**config.mk**
```make
export PLATFORM = sky130hd
export DESIGN_NAME = muldiv_seq
export DESIGN_NICKNAME = d
export VERILOG_FILES = /design/src/rtl/muldiv_pkg.sv /design/src/rtl/muldiv_core.sv /design/src/rtl/muldiv_seq.sv
export SDC_FILE = /design/constraint.sdc
export NUM_CORES = 1
export LEC_CHECK = 0
export ABC_AREA = 1
export CAP_MARGIN = 10
export CELL_PAD_IN_SITES_DETAIL_PLACEMENT = 1
export CELL_PAD_IN_SITES_GLOBAL_PLACEMENT = 1
export CORE_MARGIN = 2
export CORE_UTILIZATION = 39
export CTS_BUF_LIST = sky130_fd_sc_hd__clkbuf_4
export DETAILED_ROUTE_END_ITERATION = 7
export PLACE_DENSITY_LB_ADDON = 0.15
export REMOVE_ABC_BUFFERS = 1
export SYNTH_ARGS = -nofsm -noshare
export SYNTH_HDL_FRONTEND = slang
export SYNTH_HIERARCHICAL = 1
export SYNTH_SLANG_ARGS = --single-unit
```
**constraint.sdc**
```tcl
create_clock -name i_clk -period 2.8 [get_ports i_clk]
set_input_delay 0.84 -clock i_clk [delete_from_list [all_inputs] [get_ports i_clk]]
set_output_delay 0.84 -clock i_clk [all_outputs]
set_load 0.01 [all_outputs]
```
**src/rtl/muldiv_pkg.sv**
```systemverilog
// Shared definitions for the sequential multiply/divide unit.
package muldiv_pkg;

  localparam int XLEN_DEFAULT = 32;

  // Result selectors
  localparam logic [3:0] SEL_MUL  = 4'b1010;  // low product word
  localparam logic [3:0] SEL_MULH = 4'b1011;  // high product word (MULH/MULHSU/MULHU)
  localparam logic [3:0] SEL_QUOT = 4'b1100;  // quotient
  localparam logic [3:0] SEL_REM  = 4'b1101;  // remainder

  typedef enum logic [2:0] {
    S_IDLE,
    S_MUL,
    S_DIV,
    S_FIX,
    S_DONE
  } state_e;

endpackage

```
**src/rtl/muldiv_core.sv**
```systemverilog
// One-bit-per-cycle iteration datapath: radix-2 shift-add multiply and
// restoring divide on unsigned magnitudes. Both share one 2*XLEN register:
// for multiply it is {hi, lo} of the product, for divide {remainder, quotient}.
module muldiv_core #(
  parameter int XLEN = 32
) (
  input  logic              i_clk,
  input  logic              i_rst,
  input  logic              i_load,
  input  logic              i_step,
  input  logic              i_div,
  input  logic [XLEN-1:0]   i_a,
  input  logic [XLEN-1:0]   i_b,
  output logic              o_last,
  output logic [2*XLEN-1:0] o_acc
);

  localparam int CW = (XLEN > 1) ? $clog2(XLEN) : 1;

  logic [2*XLEN-1:0] acc_q, acc_d;
  logic [XLEN-1:0]   b_q, b_d;
  logic [CW-1:0]     cnt_q, cnt_d;
  logic [XLEN:0]     mul_sum;
  logic [XLEN:0]     trial;

  // Next-state for one multiply or divide step
  always_comb begin
    acc_d = acc_q;
    b_d   = b_q;
    cnt_d = cnt_q;
    mul_sum = acc_q[0] ? ({1'b0, acc_q[2*XLEN-1:XLEN]} + {1'b0, b_q})
                       : {1'b0, acc_q[2*XLEN-1:XLEN]};
    trial = {acc_q[2*XLEN-1:XLEN], acc_q[XLEN-1]} - {1'b0, b_q};
    if (i_load) begin
      acc_d = {{XLEN{1'b0}}, i_a};
      b_d   = i_b;
      cnt_d = '0;
    end else if (i_step) begin
      cnt_d = cnt_q + 1'b1;
      if (i_div)
        // Borrow means the trial subtraction failed: keep the shifted remainder.
        acc_d = trial[XLEN] ? {acc_q[2*XLEN-2:0], 1'b0}
                            : {trial[XLEN-1:0], acc_q[XLEN-2:0], 1'b1};
      else
        acc_d = {mul_sum, acc_q[XLEN-1:1]};
    end
  end

  // Iteration state registers
  always_ff @(posedge i_clk) begin
    if (i_rst) begin
      acc_q <= '0;
      b_q   <= '0;
      cnt_q <= '0;
    end else begin
      acc_q <= acc_d;
      b_q   <= b_d;
      cnt_q <= cnt_d;
    end
  end

  assign o_last = (cnt_q == CW'(XLEN - 1));
  assign o_acc  = acc_q;

endmodule

```
**src/rtl/muldiv_seq.sv**
```systemverilog
// Sequential RISC-V M-extension unit: FSM, operand sign handling, special
// divide cases and result register around the muldiv_core iterator.
module muldiv_seq
  import muldiv_pkg::*;
#(
  parameter int XLEN          = XLEN_DEFAULT,
  parameter int DIV_EARLY_OUT = 1
) (
  input  logic            i_clk,
  input  logic            i_rst,
  input  logic            i_ctrl_Start_Mul,
  input  logic            i_ctrl_Start_Div,
  input  logic [3:0]      i_ctrl_ALU_Sel,
  input  logic            i_ctrl_Unsigned,
  input  logic            i_ctrl_HSU,
  input  logic [XLEN-1:0] i_rs1,
  input  logic [XLEN-1:0] i_rs2,
  input  logic            i_flush,
  output logic            o_busy,
  output logic            o_done,
  output logic [XLEN-1:0] o_result
);

  localparam logic [XLEN-1:0] MIN_NEG = {1'b1, {(XLEN-1){1'b0}}};

  state_e state_q, state_d;

  logic            accept, a_sgn_in, b_sgn_in, dz_in, ovf_in, early_in;
  logic [XLEN-1:0] a_mag, b_mag;

  // Unsigned/HSU are folded into the latched operand signs.
  logic [3:0]      sel_q;
  logic            sa_q, sb_q, dz_q;
  logic [XLEN-1:0] rs1_q;

  logic              core_load, core_step, core_div, core_last;
  logic [2*XLEN-1:0] acc, prod_s;
  logic [XLEN-1:0]   quot_s, rem_s, fix_res, early_res, res_d, result_q;

  assign accept   = (state_q == S_IDLE) & (i_ctrl_Start_Mul | i_ctrl_Start_Div) & ~i_flush & ~i_rst;
  assign a_sgn_in = ~i_ctrl_Unsigned & i_rs1[XLEN-1];
  assign b_sgn_in = (i_ctrl_Start_Mul ? ~i_ctrl_HSU : ~i_ctrl_Unsigned) & i_rs2[XLEN-1];
  assign a_mag    = a_sgn_in ? -i_rs1 : i_rs1;
  assign b_mag    = b_sgn_in ? -i_rs2 : i_rs2;
  assign dz_in    = (i_rs2 == '0);
  assign ovf_in   = ~i_ctrl_Unsigned & (i_rs1 == MIN_NEG) & (i_rs2 == '1);
  // A start with both requests high is a multiply, so it never takes the early exit.
  assign early_in = (DIV_EARLY_OUT != 0) & ~i_ctrl_Start_Mul & (dz_in | ovf_in);

  // Capture operation context when a start is accepted
  always_ff @(posedge i_clk) begin
    if (i_rst) begin
      sel_q <= '0;
      sa_q  <= 1'b0;
      sb_q  <= 1'b0;
      dz_q  <= 1'b0;
      rs1_q <= '0;
    end else if (accept) begin
      sel_q <= i_ctrl_ALU_Sel;
      sa_q  <= a_sgn_in;
      sb_q  <= b_sgn_in;
      dz_q  <= dz_in & ~i_ctrl_Start_Mul;
      rs1_q <= i_rs1;
    end
  end

  // FSM state register
  always_ff @(posedge i_clk) begin
    if (i_rst) state_q <= S_IDLE;
    else       state_q <= state_d;
  end

  // FSM next-state logic
  always_comb begin
    state_d = state_q;
    unique case (state_q)
      S_IDLE: if (accept) begin
        if (i_ctrl_Start_Mul) state_d = S_MUL;
        else if (early_in)    state_d = S_DONE;
        else                  state_d = S_DIV;
      end
      S_MUL, S_DIV: begin
        if (i_flush)        state_d = S_IDLE;
        else if (core_last) state_d = S_FIX;
      end
      S_FIX:   state_d = i_flush ? S_IDLE : S_DONE;
      S_DONE:  state_d = S_IDLE;
      default: state_d = S_IDLE;
    endcase
  end

  // FSM outputs: stall request, done pulse, core control
  always_comb begin
    o_busy    = ~i_rst & (accept | (((state_q == S_MUL) | (state_q == S_DIV) |
                                     (state_q == S_FIX)) & ~i_flush));
    o_done    = (state_q == S_DONE);
    core_load = accept;
    core_step = ((state_q == S_MUL) | (state_q == S_DIV)) & ~i_flush;
    core_div  = (state_q == S_DIV);
  end

  muldiv_core #(.XLEN(XLEN)) u_core (
    .i_clk  (i_clk),
    .i_rst  (i_rst),
    .i_load (core_load),
    .i_step (core_step),
    .i_div  (core_div),
    .i_a    (a_mag),
    .i_b    (b_mag),
    .o_last (core_last),
    .o_acc  (acc)
  );

  // Sign fix-up during FIX and special-case result selection
  always_comb begin
    prod_s = (sa_q ^ sb_q) ? -acc : acc;
    quot_s = (sa_q ^ sb_q) ? -acc[XLEN-1:0] : acc[XLEN-1:0];
    rem_s  = sa_q ? -acc[2*XLEN-1:XLEN] : acc[2*XLEN-1:XLEN];
    unique case (sel_q)
      SEL_MULH: fix_res = prod_s[2*XLEN-1:XLEN];
      SEL_QUOT: fix_res = dz_q ? '1 : quot_s;
      SEL_REM:  fix_res = dz_q ? rs1_q : rem_s;
      default:  fix_res = prod_s[XLEN-1:0];
    endcase
    if (i_ctrl_ALU_Sel == SEL_REM) early_res = dz_in ? i_rs1 : '0;
    else                           early_res = dz_in ? '1 : MIN_NEG;
    res_d = (state_q == S_IDLE) ? early_res : fix_res;
  end

  // Result register, loaded on entry to DONE and held until the next one
  always_ff @(posedge i_clk) begin
    if (i_rst)                  result_q <= '0;
    else if (state_d == S_DONE) result_q <= res_d;
  end

  assign o_result = result_q;

endmodule

```
==> results.toml <==
[place]
place.gp.congestion = 1.01
place_ws_ns = -0.812
dp_cells = 4551
post_dp_cell_area_sq_mm = 0.0235
port_buffers = 108
dpl.hpwl_mm = 83.2

[die]
die_y_microns = 227
rows = 81
io_pins = 109
start_util_pct = 39.7
die_w_microns = 227
die_area_sq_mm = 0.0517
core_sq_mm = 0.0491

[final_layout]
final_cell_mix = "nand2_1 (1,159), inv_1 (492), nor2_1 (428)"
final_cells = 4588
nFillCells = 7150
drive_gt1_share_pct = 13.1
design_area_sq_mm = 0.0239
final_common_cell = "nand2_1"
layout.nets = 4056
area_growth_pct = 22.9

[drt]
vias = 26024
ant_nets = 0
wire_per_inst_microns = 22.4
drt-vias-per-instance = 5.67
drc_errors = 0
firstDrtPassIters = 6
drt-initial-drc-count = 2596
wirelength_mm = 103

[logic_synthesis]
yosysUniqueCellTypes = 48
synth_seq_cells = 175
postSynthCellCount = 3584
synth_area_per_cell_sq_um = 5.43
ys_warn_count = 6
yosysSeqAreaShare_pct = 18.0
syn-cell-area_sq_mm = 0.0195

[sta]
post-route-min-period_ns = 2.74
drv_slew = 0
hold_viol_final = 0
finalCritPeriodShare_pct = 98.0
timing.fmax_mhz = 364
finalSetupViolCount = 0
fin_tns_setup_ns = 0
max_slew.worst_pin.slew_ns = 0.963
fin_skew_ns = 0.0449
fin_hold_ws_ns = 0.374
rsz0062_at_grt = "true"
slew-limit-headroom_pct = 35.7
worst_slack_ns = 0.0563

[worst_hold_path]
hp-class = "input pin to flop"
hold_start = "i_rst"

[global_routing]
grt_overflow = 0
grt_util_all_layers_pct = 39.4
grt_pass1_wl_mm = 153
antenna_found_initial = 3
grt_pass1_vias = 25849
grt_max_degree = 60

[power_and_ir_drop]
pwr_density_cell_mw_per_mm2 = 356
peakVddDrop_uv = 234
cellLeakagePower_uw = 0.0121

[clock_tree]
cts_buffer_depth = 2
clock_latency_ns = 0.81
cts-root-buf = "clkbuf_4"
cts_sinks = 175
clk_pin_slew_ns = 0.19
htreeDepth = 4
cts_tree = "built"
numCtsBuffers = 17
cts_hold_buffers = 0

[setup_path]
setup.worst_path.start = "u_core/o_acc[10]"
required_ns = 3.54
critical_path_class = "flop to flop"
regToRegStartpoint = "u_core/o_acc[10]"
crit_path_start_kind = "flop"
cp-end-kind = "flop"
crit_fanout = 7
reg2reg_slack_ns = 0.06
crit_arrival_ns = 3.49

[outcome]
outcome = "complete, no violations"

[job]
maxCapViolCount = 0
## critical path: stages, from the launching register on
cell	delay [ns]
dfxtp_1	0.44
nor2_1	0.31
nand2_1	0.16
nor2_1	0.18
inv_1	0.05
nor2_1	0.24
nand2_1	0.24
o21ai_1	0.26
nand2_1	0.08
nand3_1	0.27
nand3_1	0.17
nand2_1	0.11
nand3_1	0.07
nand2_1	0.06
inv_1	0.03
## metal layers
layer	up-vias	global-route usage (%)	part of all wire (%)
met4	2	12.7	3.1
met2	1244	58.2	42
met3	175	9.06	10
li1	12006	-	-
met5	-	0	0.013
met1	12597	56.2	45
## metrics by stage
stage	util [%]	power [uW]
global route	48.7	8950
detailed placement	47.9	6670
finish	48.7	8500
CTS	48.5	8350
global placement	47.9	6530
floorplan	-	4920
## sequential cells by signal, summed over array words and instances, names as in the netlist
signal,cells
u_core/o_acc,64
o_result,32
rs1_q,32
u_core/b_q,32
u_core/cnt_q,5
sel_q,4
state_q,3
dz_q,1
sa_q,1
sb_q,1
## power by group
group	internal, uW	switching, uW
Combinational	1380	2690
Clock	486	1200
Sequential	2600	150
Total	4470	4040
## cell usage after synthesis, drive strengths merged
| cell type | instances | area (sq um) |
|---|---|---|
| a211oi | 31 | 233 |
| a21o | 2 | 15.0 |
| a21oi | 229 | 1250 |
| a22oi | 1 | 7.51 |
| a31oi | 38 | 238 |
| and2 | 9 | 56.3 |
| and3 | 4 | 25.0 |
| buf | 30 | 203 |
| clkbuf | 104 | 390 |
| clkinv | 1 | 3.75 |
| dfxtp | 175 | 3500 |
| fa | 2 | 40.0 |
| ha | 71 | 888 |
| inv | 510 | 1920 |
| nand2 | 1190 | 4560 |
| nand3 | 243 | 1270 |
| nand3b | 11 | 82.6 |
| nand4 | 36 | 225 |
| nor2 | 457 | 1770 |
| nor3 | 32 | 180 |
| nor4 | 2 | 12.5 |
| nor4b | 1 | 8.76 |
| o211ai | 30 | 225 |
| o21a | 27 | 203 |
| o21ai | 231 | 1160 |
| o21bai | 7 | 52.6 |
| o31ai | 2 | 15.0 |
| o32ai | 1 | 8.76 |
| or2 | 8 | 50.1 |
| xnor2 | 31 | 272 |
| xor2 | 68 | 596 |
## path summary, 6_finish.rpt
check                 end  cells after the start
max reg2reg   o_result[1]                     14
min          o_result[28]                      3
min reg2reg     rs1_q[31]                      2
max           o_result[1]                     14
## cell type report
class	count	area [sq um]	share of cell area [%]
multi-input cells	2764	13500	56.7
repair buffers	439	3790	15.8
flip-flops and latches	175	3520	14.7
inverters	511	1920	8.03
well taps	664	831	3.47
clock inverters	15	168	0.701
clock buffers	17	128	0.534
diodes	3	7.51	0.0314
## kinds of logic (layout without fill, tap and decap cells)
logic type	after synthesis	in the layout	share of synthesized area, %
fa+ha+maj	73	73	4.77
other cells	0	3	0
compound gates	599	599	17.5
simple gates	1993	1993	42.3
xor+xnor	99	99	4.46
buf+inv	645	982	12.9
flops	175	175	18.0
## timing repair
| action | CTS | global route |
|---|---|---|
| endpoints found under the setup margin | 2 | 40 |
| setup buffers | 0 | 1 |
| pin swaps | 0 | 2 |
| resized for setup | 8 | 33 |
| gates cloned | 0 | 1 |
(Power assumes the default switching activity.)
